[config.mk]
export PLATFORM = sky130hd
export DESIGN_NAME = cpu_phase_seq
export DESIGN_NICKNAME = d
export VERILOG_FILES = /design/src/rtl/cpu_phase_seq.sv
export SDC_FILE = /design/constraint.sdc
export NUM_CORES = 1
export LEC_CHECK = 0
export ABC_CLOCK_PERIOD_IN_PS = 4500
export BUFFER_PORTS_ARGS = -buffer_cell sky130_fd_sc_hd__buf_4
export CAP_MARGIN = 20
export CORE_ASPECT_RATIO = 0.5
export CORE_UTILIZATION = 40
export DETAILED_ROUTE_END_ITERATION = 8
export HOLD_SLACK_MARGIN = 0.15
export PLACE_DENSITY_LB_ADDON = 0.25
export SLEW_MARGIN = 20
export SYNTH_ARGS = -nofsm -noshare
export SYNTH_HDL_FRONTEND = slang
export SYNTH_SLANG_ARGS = --single-unit
[constraint.sdc]
create_clock -name clk -period 4.5 [get_ports clk]
set_clock_uncertainty 0.05 [all_clocks]
set_input_delay 0.9 -clock clk [delete_from_list [all_inputs] [get_ports clk]]
set_output_delay 0.9 -clock clk [all_outputs]
set_load 0.02 [all_outputs]
[src/rtl/cpu_phase_seq.sv]
// Phase sequencer: derives the core's phi clock from clk and turns each phi cycle into one bus handshake.
// Define SYNC_STEP_EN to add opcode-fetch single stepping (step_mode / step / halted ports).
module cpu_phase_seq #(
  parameter int SETTLE   = 8,
  parameter int RES_HOLD = 8,
  parameter int AW       = 16,
  parameter int DW       = 8
) (
  input  logic          clk,
  input  logic          reset,
  input  logic          run,
  input  logic [AW-1:0] cpu_ab,
  input  logic          cpu_rw,
  input  logic          cpu_sync,
  input  logic [DW-1:0] cpu_dbo,
  output logic          phi,
  output logic          cpu_res,
  output logic [DW-1:0] cpu_dbi,
  output logic          mem_req,
  output logic          mem_we,
  output logic [AW-1:0] mem_addr,
  output logic [DW-1:0] mem_wdata,
  input  logic [DW-1:0] mem_rdata,
  input  logic          mem_ack,
  output logic [31:0]   cycle_cnt
`ifdef SYNC_STEP_EN
  ,
  input  logic          step_mode,
  input  logic          step,
  output logic          halted
`endif
);

  typedef enum logic [1:0] {PHI1, PHI2, BUS, HALT} state_t;

  localparam logic [7:0] SET_LAST = 8'(SETTLE - 1);
  localparam logic [7:0] RES_LAST = 8'(RES_HOLD - 1);

  state_t     state_q, state_d;
  logic [7:0] cnt_q, cnt_d;
  logic [7:0] hold_q;
  logic       sync_q;
  logic       latch, bus_done, acked, halt_go;

`ifdef SYNC_STEP_EN
  logic halt_pend_q;
  assign halt_go = halt_pend_q;
  assign halted  = (state_q == HALT);
`else
  logic unused_sync;
  assign halt_go     = 1'b0;
  assign unused_sync = sync_q;
`endif

  // Both outputs decode straight from state so a reset drops them in the same clk.
  assign phi     = (state_q == PHI2) || (state_q == BUS);
  assign mem_req = (state_q == BUS) && cpu_res;

  always_ff @(posedge clk or posedge reset) begin
    if (reset) begin
      state_q <= PHI1;
      cnt_q   <= '0;
    end else begin
      state_q <= state_d;
      cnt_q   <= cnt_d;
    end
  end

  always_comb begin
    state_d  = state_q;
    cnt_d    = cnt_q + 8'd1;
    latch    = 1'b0;
    bus_done = 1'b0;
    acked    = 1'b0;
    case (state_q)
      PHI1: begin
        if (cnt_q == SET_LAST) begin
          // A paused PHI1 parks on its last count, so run=1 resumes on the next clk.
          cnt_d = cnt_q;
          if (halt_go) begin
            state_d = HALT;
            cnt_d   = '0;
          end else if (run) begin
            state_d = PHI2;
            cnt_d   = '0;
          end
        end
      end
      PHI2: begin
        if (cnt_q == SET_LAST) begin
          latch   = 1'b1;
          state_d = BUS;
          cnt_d   = '0;
        end
      end
      BUS: begin
        cnt_d = '0;
        if (!cpu_res || mem_ack) begin
          bus_done = 1'b1;
          acked    = cpu_res;
          state_d  = PHI1;
        end
      end
      HALT: begin
        cnt_d = '0;
`ifdef SYNC_STEP_EN
        if (step) state_d = PHI2;
`else
        state_d = PHI1;
`endif
      end
      default: begin
        state_d = PHI1;
        cnt_d   = '0;
      end
    endcase
  end

  always_ff @(posedge clk or posedge reset) begin
    if (reset) begin
      mem_addr  <= '0;
      mem_we    <= 1'b0;
      mem_wdata <= '0;
      sync_q    <= 1'b0;
      cpu_dbi   <= '0;
      cycle_cnt <= '0;
      cpu_res   <= 1'b0;
      hold_q    <= '0;
    end else begin
      if (latch) begin
        mem_addr  <= cpu_ab;
        mem_we    <= !cpu_rw;
        mem_wdata <= cpu_dbo;
        sync_q    <= cpu_sync;
      end
      if (acked) begin
        cycle_cnt <= cycle_cnt + 32'd1;
        if (!mem_we) cpu_dbi <= mem_rdata;
      end
      // Each BUS exit is a phi fall; release the core after RES_HOLD of them.
      if (bus_done && !cpu_res) begin
        if (hold_q == RES_LAST) cpu_res <= 1'b1;
        else                    hold_q  <= hold_q + 8'd1;
      end
    end
  end

`ifdef SYNC_STEP_EN
  always_ff @(posedge clk or posedge reset) begin
    if (reset)                              halt_pend_q <= 1'b0;
    else if (state_d == HALT)               halt_pend_q <= 1'b0;
    else if (acked && step_mode && sync_q)  halt_pend_q <= 1'b1;
  end
`endif

endmodule
# ---- Yosys cells after proc, flatten, opt, wreduce, memory -nomap -nowiden
# Index checks and enable logic that the tools add are counted.
dict set report totals {
  reg_bits 84
  latchBits 0
  ram_bits 0
  rom_bits 0
  input_bits 38
  output_inout_bits 68
  elab_cells 51
  n_memories 0
}
dict set report op_classes {
  n_addsub 3
  mul 0
  n_div 0
  n_lt_le_gt_ge 0
  eq_ne 10
  n_shift 0
  mux 15
  bitwise 2
  n_reduce_logical 12
}
# cell count
set op_table {}
lappend op_table {{adder 32 x 1 -> 32 bit (second input constant)} 1}
lappend op_table {{two-way mux 8 bit} 3}
lappend op_table {{case mux 8 bit (3 select lines)} 1}
lappend op_table {{adder 8 x 1 -> 8 bit (second input constant)} 2}
lappend op_table {{equality test 8 x 3 -> 1 bit (second input constant)} 2}
lappend op_table {{two-way mux 2 bit} 4}
lappend op_table {{case mux 2 bit (4 select lines)} 1}
lappend op_table {{two-way mux 1 bit} 6}
lappend op_table {{AND reduction 2 bit} 3}
lappend op_table {{equality test 2 bit (second input constant)} 2}
lappend op_table {{!= test 2 x 1 -> 1 bit (second input constant)} 2}
lappend op_table {{!= test 2 bit (second input constant)} 2}
lappend op_table {{AND reduction 4 bit} 1}
lappend op_table {{!= test 3 bit (second input constant)} 1}
lappend op_table {{equality test 2 x 1 -> 1 bit (second input constant)} 1}
lappend op_table {{logical AND 1 bit} 2}
lappend op_table {{zero test 1 bit} 2}
lappend op_table {{zero test 2 bit} 1}
lappend op_table {{logical OR 1 bit} 2}
lappend op_table {{inverter 1 bit} 2}
lappend op_table {{OR reduction 2 bit} 1}

# ---- Depth between registers and ports, before layout
# Gate-level depths: netlist (run 1).
dict set report logic_depth {
  depth_word 6
  ltp_mapped 7
  ltp_nobuf 6
}

# ---- Least setup slack after synthesis (run 1)
# OpenSTA, ideal clock, no wires.
dict set report synth_path {
  kind {input to register}
  startpoint {input port mem_ack}
  endpoint {register cycle_cnt[20]}
  setup_time_ns 0.080
  arrival_ns 1.941
  t_required_ns 4.370
  path_slack_ns 2.429
  cell_stages 5
  path_buffers 1
  path_cell_list {and4_4 > nand4_4 > buf_2 > nor4_2 > xor2_1}
}
dict set report synth_between {
  elab_chain_cells 3
}
# element line_no
set synth_rtl {}
lappend synth_rtl {{from (decl)} 24} ;# input logic mem_ack,
lappend synth_rtl {{logical OR 1 bit} 98} ;# if (!cpu_res || mem_ack) begin
lappend synth_rtl {{two-way mux 1 bit} 98}
lappend synth_rtl {{two-way mux 1 bit} 75} ;# case (state_q)
lappend synth_rtl {{to (signal assigned)} 137} ;# cycle_cnt <= cycle_cnt + 32'd1;
lappend synth_rtl {{to (decl)} 25} ;# output logic [31:0] cycle_cnt
# Every way passes these cells.
# A chain may end at the register's enable or synchronous reset.

# ---- Worst setup path after layout (run 1)
dict set report layout_path {
  startpoint {register state_q[0]}
  endpoint {output port mem_req}
}
dict set report layout_between {
  elab_chain_cells 2
}
# element line_no
set layout_rtl {}
lappend layout_rtl {{from (decl)} 39} ;# state_t state_q, state_d;
lappend layout_rtl {{from (signal assigned)} 64} ;# state_q <= state_d;
lappend layout_rtl {{equality test 2 bit} 57} ;# assign mem_req = (state_q == BUS) && cpu_res;
lappend layout_rtl {{logical AND 1 bit} 57}
lappend layout_rtl {{to (decl)} 19} ;# output logic mem_req,
# Every way passes these cells.

==> flow_metrics.tcl, run 1 <==
set metrics [dict create \
    root_buffer "clkbuf_16" \
    num-fill-cells 735 \
    drive_gt1_share_pct 41.8 \
    crit_required_ns 3.55 \
    die_h_um 70.8 \
    detailed_place_hpwl_um 5970 \
    end_kind "output port" \
    clock.fmax_mhz 391 \
    synth_edf_count 0 \
    synthCells 302 \
    coreArea_sq_mm 0.00895 \
    holdCritPathClass "flop to flop" \
    relSlewSlack_pct 59.1 \
    leakagePower_nw 2.54 \
    grt_overflow_total 0 \
    grt_antenna_before_repair 0 \
    holdCritStartpoint "cycle_cnt[31]$_DFFE_PP0P_" \
    viasPerCell 5.08 \
    grt_util_all_layers_pct 17.4 \
    vias 2721 \
    cts_tree "yes" \
    maxCapViolCount 0 \
    ioPinCount 106 \
    wl_per_cell_um 15.1 \
    synth_cell_types 39 \
    mostFrequentLayoutCell "buf_4" \
    dieArea_sq_mm 0.00987 \
    r2r_start "state_q[0]$_DFFE_PP0P_" \
    dp_cells 520 \
    async_flop_share_pct 100 \
    gp_congestion 0.767 \
    cts_hold_buf 0 \
    reg2reg_to "cycle_cnt[21]$_DFFE_PP0P_" \
    ys_seq_area_share_pct 55.6 \
    totalWireLength_um 8110 \
    nets 462 \
    clkLatencyLatePin_ns 0.34 \
    start_util_pct 42.3 \
    cts_setup_buffers 0 \
    tightest_slew_ns 0.611 \
    ys.flop_type "dfrtp_1" \
    synthesis.area_sq_mm 0.00378 \
    clk_pin_slew_worst_paths_ns 0.06 \
    fin_crit_sh_pct 56.9 \
    fin_cells 536 \
    antenna_cells 0 \
    layout_common_cells "105 x buf_4, 84 x dfrtp_1, 35 x mux2_2" \
    hold_end "cycle_cnt[31]$_DFFE_PP0P_" \
    arrival_ns 1.61 \
    startpoint_type "flop" \
    fin_crit_ns 2.56 \
    area_growth_pct 33.6 \
    status "finished, final reports clean" \
    finalSetupViolations 0 \
    yosys_warnings 0 \
    rsz0062_at_grt "no" \
    cts_buffers 9 \
    path_class "flop to output port" \
    port_buffers 104 \
    cts-resized-gates 0 \
    final_hold_viol_count 0 \
    cts.htree.levels 3 \
    cts_buffer_depth 2 \
    worstPathMaxFanout 8 \
    postRouteAntennaNets 0 \
    synth_top_cell_area_share_pct 55.6 \
    worst_hold_slack_ns 0.425 \
    drtIter0Drc 110 \
    ys_ff_latch 84 \
    die_w_um 140 \
    rows 24 \
    drv_slew 0 \
    drc_errors 0 \
    grt_pass1_vias 2820 \
    synth_nets 349 \
    hold_depth 1 \
    p_total_w 0.00265 \
    avgSynthCellArea_sq_um 12.5 \
    powerDensity_mw_per_mm2 524 \
    r2r_slack_ns 2.32 \
    grt_pass1_wl_um 13400 \
    yosysTopAreaCell "dfrtp_1" \
    vdd_drop_max_mv 0.205 \
    drtPass1Iterations 4 \
    reg2reg_depth 6 \
    yosys-top-cells-area "dfrtp_1 56%, mux2_2 10%, xor2_1 5.3%" \
    clock_sinks 84 \
    grt_start_max_net_pins 57 \
    fin_tns_setup_ns 0 \
]
## worst max-delay path, cell delays in order, from the launching register on
cell     delay [ns]
dfrtp_1        0.40
inv_1          0.12
ha_1           0.33
nand2_1        0.11
inv_1          0.14
buf_4          0.17
## Yosys cell counts (3+ instances only)
master	instances
mux2_2	35
nand3_1	16
xnor2_1	20
nor2b_1	3
xor2_1	23
nor2_1	10
buf_2	3
nor4_1	5
o21ai_0	5
dfrtp_1	84
nor3_1	12
nand4_1	8
nor4_2	5
inv_1	10
and3_1	6
nand2_1	20
ha_1	9
## report_power, final
part	internal (W)	switching, W
clock	0.000539	0.000293
sequential	0.000927	0.000124
combinational	0.000374	0.000393
## sequential cells by signal (all words and copies together) (netlist names)
register	cells
cycle_cnt	32
cnt_q	8
mem_we	1
state_q	2
hold_q	8
mem_wdata	8
mem_addr	16
cpu_dbi	8
cpu_res	1
## cells by family after synthesis
kind of cell / share of synthesized area, %
and+or+nand+nor: 17.3
DFF: 55.6
AOI/OAI and AO/OA: 1.79
buffers and inverters: 1.69
muxes: 10.7
xor gates and xnor gates: 9.96
adders and majority gates: 2.98
## final cells by class
class	count	area, sq um	area share [%]
Sequential cell	84	2100	41.6
Multi-Input combinational cell	204	1620	32.0
Timing Repair Buffer	106	808	16.0
Clock buffer	9	225	4.46
Tap cell	117	146	2.90
Clock inverter	6	114	2.25
Inverter	10	38.8	0.768
## per-stage QoR
step | utilization [%] | cell area, sq um | worst slack (ns)
after floorplan | - | 3780 | 1.38
after global placement | 52.4 | 4690 | 2.10
after detailed placement | 52.4 | 4690 | 1.97
after CTS | 56.2 | 5030 | 1.94
after global routing | 56.5 | 5050 | 1.79
final | 56.5 | 5050 | 1.94
## worst max-delay path by stage
stage          slack, ns              startpoint                  endpoint
6_report            1.94  state_q[0]$_DFFE_PP0P_                   mem_req
5_1_grt             1.79  state_q[0]$_DFFE_PP0P_                   mem_req
4_1_cts             1.94    cnt_q[0]$_DFFE_PP0P_   mem_addr[7]$_DFFE_PP0P_
3_5_place_dp        1.97    cnt_q[0]$_DFFE_PP0P_  mem_wdata[0]$_DFFE_PP0P_
3_3_place_gp        2.10    cnt_q[0]$_DFFE_PP0P_  mem_wdata[4]$_DFFE_PP0P_
2_1_floorplan       1.38                   reset      cnt_q[0]$_DFFE_PP0P_
## routing by layer
metal	share of wire, %	track usage [%]
met1	41	19.6
met2	54	31.3
met3	3.6	5.62
met4	1.6	6.79
met5	0	0
(Power assumes the default switching activity.)
==> run 2: changes to the inputs <==
--- a/config.mk
+++ b/config.mk
@@ -5,7 +5,8 @@
 export SDC_FILE = /design/constraint.sdc
 export NUM_CORES = 1
 export LEC_CHECK = 0
-export ABC_CLOCK_PERIOD_IN_PS = 4500
+export ABC_AREA = 1
+export ABC_CLOCK_PERIOD_IN_PS = 2500
 export BUFFER_PORTS_ARGS = -buffer_cell sky130_fd_sc_hd__buf_4
 export CAP_MARGIN = 20
 export CORE_ASPECT_RATIO = 0.5
==> constraint.sdc (replaced) <==
create_clock -name clk -period 2.5 [get_ports clk]
set_clock_uncertainty 0.05 [all_clocks]
set_input_delay 0.5 -clock clk [delete_from_list [all_inputs] [get_ports clk]]
set_output_delay 0.5 -clock clk [all_outputs]
set_load 0.02 [all_outputs]
==> run 2 against run 1 <==
Sequential share of layout area is 3.6 points lower. Combinational power is 100% higher. Synthesized cell count is 75% higher. Core utilization is 2.6 points lower. Sequential power is 81% higher. Synthesized area is 12% higher. Routed wire length is 14% higher. Worst setup slack worse by 1.4 ns. Largest cell class unchanged. Largest power group unchanged. Highest routed layer unchanged.
==> flow_metrics.tcl, run 2 <==
set metrics [dict create \
    antenna_cells 0 \
    rsz0062_at_grt "no" \
    drtPass1Iterations 4 \
    synth_nets 574 \
    ioPinCount 106 \
    path_class "flop to output port" \
    layout_common_cells "190 x nand2_1, 107 x buf_4, 84 x dfrtp_1" \
    clock.fmax_mhz 500 \
    yosys-top-cells-area "dfrtp_1 50%, nand2_1 17%, nand3_1 5.6%" \
    cts_hold_buf 0 \
    gp_congestion 0.864 \
    ys_ff_latch 84 \
    synthCells 527 \
    clock_sinks 84 \
    place_ws_ns 0.488 \
    largest_register_ffs 32 \
    tightest_slew_ns 0.680 \
    synth_top_cell_area_share_pct 49.7 \
    ys_seq_area_share_pct 49.7 \
    die_w_um 147 \
    start_util_pct 41.2 \
    wl_per_cell_um 11.9 \
    status "finished, final reports clean" \
    mostFrequentLayoutCell "nand2_1" \
    grt_pass1_vias 3291 \
    synth_mux_area_share_pct 0 \
    synth_cell_types 28 \
    cts-resized-gates 0 \
    finalSetupViolations 0 \
    grt_pass1_wl_um 15500 \
    clkLatencyLatePin_ns 0.34 \
    synth-simple-area-share_pct 34.4 \
    worstPathMaxFanout 5 \
    drc_errors 0 \
    drtIter0Drc 147 \
    avgSynthCellArea_sq_um 8.02 \
    path_common_cell "inv_1" \
    area_growth_pct 30.8 \
    yosysTopAreaCell "dfrtp_1" \
    synthXorXnorAreaFrac_pct 3.94 \
    arrival_ns 1.45 \
    grt_util_all_layers_pct 18.1 \
    cts_buffers 9 \
    holdCritPathClass "input pin to asynchronous set/reset pin" \
    synth_top_family_by_area "simple AND/OR/NAND/NOR gates" \
    final_hold_viol_count 0 \
    synthesis.area_sq_mm 0.00423 \
    drive_gt1_share_pct 23.0 \
    fin_tns_setup_ns 0 \
    path_cells "inv_1 -> ha_1 -> nand2_1 -> inv_1 -> buf_4" \
    powerDensity_mw_per_mm2 905 \
    coreArea_sq_mm 0.0102 \
    synth_compound_area_share_pct 3.08 \
    root_buffer "clkbuf_16" \
    totalWireLength_um 9280 \
    ys_top_cells_by_count "190 x nand2_1, 84 x dfrtp_1, 56 x nor2_1, 49 x inv_1, 47 x nand3_1" \
    vias 3653 \
    regMostFlops "cycle_cnt" \
    synth_edf_count 0 \
    crit_required_ns 1.95 \
    fin_ws_ns 0.500 \
    postRouteAntennaNets 0 \
    synth_fa_ha_area_share_pct 2.67 \
    vdd_drop_max_mv 0.498 \
    cpPeakStageDelay_ns 0.41 \
    fin_util_pct 53.9 \
    fin_crit_ns 2.00 \
    async_flop_share_pct 100 \
    relSlewSlack_pct 54.6 \
    placed_area_sq_mm 0.00517 \
    grt_antenna_before_repair 0 \
    startpoint_type "flop" \
    yosysMostFrequentCell "nand2_1" \
    end_kind "output port" \
    nets 682 \
    viasPerCell 4.68 \
    cts_tree "yes" \
    clk_pin_slew_worst_paths_ns 0.06 \
    maxCapViolCount 0 \
    fin_crit_sh_pct 80.0 \
    cts.htree.levels 3 \
    design_area_sq_mm 0.00553 \
    rows 26 \
    grt_start_max_net_pins 39 \
    cts_buffer_depth 2 \
    cts_setup_buffers 0 \
    ys.flop_type "dfrtp_1" \
    dieArea_sq_mm 0.0110 \
    biggestRegsByFlops "cycle_cnt: 32 flops, mem_addr: 16 flops" \
    leakagePower_nw 2.83 \
    detailed_place_hpwl_um 6790 \
    port_buffers 104 \
    cp_slowest_cell "dfrtp_1" \
    die_h_um 74.7 \
    yosys_warnings 0 \
    grt_overflow_total 0 \
    drv_slew 0 \
]
-- run 2: worst paths after layout --
check | from | endpoint | slack, ns | depth (start not counted)
max in group asynchronous | reset | mem_wdata[1]$_DFFE_PP0P_ | 1.67 | 3
worst max-delay path | state_q[0]$_DFFE_PP0P_ | mem_req | 0.50 | 5
worst max register to register | state_q[0]$_DFFE_PP0P_ | cycle_cnt[26]$_DFFE_PP0P_ | 0.50 | 9
worst min-delay path | reset | cycle_cnt[6]$_DFFE_PP0P_ | 0.17 | 2
worst min register to register | mem_wdata[4]$_DFFE_PP0P_ | mem_wdata[4]$_DFFE_PP0P_ | 0.42 | 2
min in group clk | cpu_rw | mem_we$_DFFE_PP0P_ | 0.30 | 2
-- run 2: critical path, delay by kind of cell (launching register included) --
family	cells	cell delay (ns)
flip-flops	1	0.41
AND/OR/NAND/NOR	1	0.10
buffers and inverters	3	0.31
adder cells (fa/ha/maj)	1	0.28
-- run 2: routing by layer --
| layer | GRT usage, % | vias up | routed length [um] |
|---|---|---|---|
| li1 | - | 1870 | - |
| met1 | 22.3 | 1688 | 4170 |
| met2 | 31.1 | 86 | 4500 |
| met3 | 5.82 | 9 | 529 |
| met4 | 5.38 | 0 | 87 |
| met5 | 0 | - | 0 |
-- run 2: through the flow --
step | hold slack (ns) | instances | power [W]
2_1_floorplan | 0.413 | 527 | 0.00287
3_3_place_gp | 0.406 | 764 | 0.00347
3_5_place_dp | 0.410 | 764 | 0.00351
4_1_cts | 0.183 | 780 | 0.00507
5_1_grt | 0.213 | 780 | 0.00532
6_report | 0.167 | 780 | 0.00500
-- run 2: kinds of logic after synthesis --
kind of cell               after synthesis
AOI/OAI and AO/OA                       19
buffers and inverters                   62
and+or+nand+nor                        334
xor gates and xnor gates                19
DFF                                     84
adders and majority gates                9
-- run 2: report_power, final --
part | internal (W) | total, W | switching [W]
sequential | 0.00168 | 0.00190 | 0.000230
combinational | 0.000632 | 0.00156 | 0.000929
clock | 0.00100 | 0.00154 | 0.000534
-- run 2: area by class of cell --
| type | count | area, sq um |
|---|---|---|
| clock buffer | 10 | 239 |
| clock inverter | 6 | 111 |
| fill | 984 | 4720 |
| inverter | 50 | 191 |
| multi-input combinational | 381 | 1860 |
| sequential | 84 | 2100 |
| tap | 140 | 175 |
| timing repair buffer | 109 | 843 |
==> run 3: changes to the inputs <==
--- a/config.mk
+++ b/config.mk
@@ -5,8 +5,8 @@
 export SDC_FILE = /design/constraint.sdc
 export NUM_CORES = 1
 export LEC_CHECK = 0
-export ABC_AREA = 1
-export ABC_CLOCK_PERIOD_IN_PS = 2500
+export ABC_AREA = 0
+export ABC_CLOCK_PERIOD_IN_PS = 2000
 export BUFFER_PORTS_ARGS = -buffer_cell sky130_fd_sc_hd__buf_4
 export CAP_MARGIN = 20
 export CORE_ASPECT_RATIO = 0.5
==> constraint.sdc (replaced) <==
create_clock -name clk -period 2 [get_ports clk]
set_clock_uncertainty 0.05 [all_clocks]
set_input_delay 0.4 -clock clk [delete_from_list [all_inputs] [get_ports clk]]
set_output_delay 0.4 -clock clk [all_outputs]
set_load 0.02 [all_outputs]
==> run 3 against run 2 <==
Design area is 6.3% lower. Register-to-register slack got worse by 0.38 ns. Total power is 22% higher. Flip-flop and latch count did not move. Global-route usage rose by 0.16 points. First-iteration DRC count decreased by 30%. Die area down 10%. Hold slack improved by 0.015 ns. Worst setup slack worse by 0.38 ns. Critical path depth grew 2. Via count decreased by 24%. Largest power group unchanged.
==> flow_metrics.tcl, run 3 (same netlist as run 1, synthesis figures left out) <==
set metrics [dict create \
    status "finished, final reports clean" \
    grt_pass1_vias 2863 \
    die_w_um 140 \
    tightest_slew_ns 0.557 \
    grt_pass1_wl_um 13800 \
    grt_start_max_net_pins 46 \
    drtIter0Drc 103 \
    biggestRegsByFlops "cycle_cnt: 32 flops, mem_addr: 16 flops" \
    totalWireLength_um 8220 \
    fin_crit_ns 1.88 \
    worstPathMaxFanout 7 \
    finalSetupViolations 0 \
    rsz0062_at_grt "no" \
    cts_setup_buffers 0 \
    root_buffer "clkbuf_16" \
    end_kind "flop" \
    die_h_um 70.8 \
    fin_cells 550 \
    relSlewSlack_pct 62.5 \
    grt_util_all_layers_pct 18.2 \
    wl_per_cell_um 14.9 \
    clk_pin_slew_worst_paths_ns 0.06 \
    fin_ws_ns 0.116 \
    r2r_slack_ns 0.12 \
    powerDensity_mw_per_mm2 1170 \
    nets 475 \
    crit_required_ns 2.21 \
    hold_end "mem_we$_DFFE_PP0P_" \
    reg2reg_depth 7 \
    dieArea_sq_mm 0.00987 \
    dp_cells 533 \
    cts_buffers 9 \
    arrival_ns 2.10 \
    r2r_start "state_q[0]$_DFFE_PP0P_" \
    coreArea_sq_mm 0.00895 \
    postRouteAntennaNets 0 \
    fin_tns_setup_ns 0 \
    port_buffers 104 \
    clock_sinks 84 \
    cts_buffer_depth 2 \
    ioPinCount 106 \
    detailed_place_hpwl_um 6060 \
    vdd_drop_max_mv 0.437 \
    cts_tree "yes" \
    mostFrequentLayoutCell "buf_4" \
    startpoint_type "flop" \
    largest_register_ffs 32 \
    cp-startpoint "state_q[0]$_DFFE_PP0P_" \
    gp_congestion 0.796 \
    drive_gt1_share_pct 43.4 \
    holdCritPathClass "input pin to flop" \
    holdCritStartpoint "cpu_rw" \
    drv_slew 0 \
    fin_crit_sh_pct 94.2 \
    rows 24 \
    area_growth_pct 36.9 \
    reg2reg_to "cycle_cnt[29]$_DFFE_PP0P_" \
    drc_errors 0 \
    antenna_cells 0 \
    viasPerCell 5.04 \
    start_util_pct 42.3 \
    path_class "flop to flop" \
    vias 2772 \
    clock.fmax_mhz 531 \
    drtPass1Iterations 4 \
    grt_overflow_total 0 \
    maxCapViolCount 0 \
    leakagePower_nw 2.61 \
    grt_antenna_before_repair 0 \
    place_ws_ns 0.115 \
    regMostFlops "cycle_cnt" \
    layout_common_cells "116 x buf_4, 84 x dfrtp_1, 35 x mux2_2" \
    hold_depth 2 \
    final_hold_viol_count 0 \
    cts.htree.levels 3 \
    clkLatencyLatePin_ns 0.34 \
]
[run 3: cell count changes in the layout (fill, tap and decap cells not counted), sizes merged, moves of 15 or more]
cell	before	now
inv	49	9
mux2	0	35
nand2	193	20
nand3	48	16
nand3b	15	0
nor2	62	10
[run 3: report_power, final]
| group | leakage, nW | switching [W] | internal [W] |
|---|---|---|---|
| combinational | 1.36 | 0.000925 | 0.000898 |
| sequential | 1.09 | 0.000253 | 0.00209 |
| clock | 0.169 | 0.000667 | 0.00125 |
| total | 2.61 | 0.00185 | 0.00424 |
[run 3: metrics by stage]
step	hold slack (ns)	utilization, %	total power [W]	cell area, sq um
after floorplan	0.398	-	0.00340	3790
after global placement	0.376	53.8	0.00411	4820
after detailed placement	0.393	53.8	0.00420	4820
after CTS	0.170	57.9	0.00615	5180
after global routing	0.191	57.9	0.00640	5180
final	0.182	57.9	0.00608	5180
[run 3: worst max path at each step]
stage	endpoint	slack, ns
CTS	mem_req	0.07
finish	cycle_cnt[29]$_DFFE_PP0P_	0.12
global placement	mem_addr[0]$_DFFE_PP0P_	0.20
floorplan	cycle_cnt[20]$_DFFE_PP0P_	0.06
detailed placement	cycle_cnt[29]$_DFFE_PP0P_	0.12
global route	cycle_cnt[16]$_DFFE_PP0P_	0.003
[run 3: per-layer routing]
| layer | wire length, um | part of all wire, % | GRT usage (%) | vias to the layer above |
|---|---|---|---|---|
| met5 | 0 | 0 | 0 | - |
| met4 | 174 | 2.1 | 7.65 | 0 |
| met3 | 312 | 3.8 | 6.50 | 18 |
| met2 | 4300 | 52 | 32.0 | 53 |
| met1 | 3440 | 42 | 20.4 | 1392 |
| li1 | - | - | - | 1309 |
[run 3: final cells by class]
cell class / count / area, sq um
clock buffers: 10 / 239
clock inverters: 6 / 111
fillers: 751 / 3770
inverters: 10 / 41.3
multi-input cells: 204 / 1620
flip-flops and latches: 84 / 2100
well taps: 117 / 146
repair buffers: 119 / 921
[run 3: repair_timing]
action / CTS / global route
hold buffers: 1 / 0
hold endpoints to repair: 17 / 0
setup endpoints to repair: 0 / 1
gates resized for setup: 0 / 1
[run 3: worst max-delay path: stages (launching register included)]
cell,delay (ns)
dfrtp_1,0.38
inv_1,0.08
ha_1,0.17
and4_4,0.26
nand4_4,0.18
buf_12,0.20
nor4_2,0.30
xor2_1,0.18
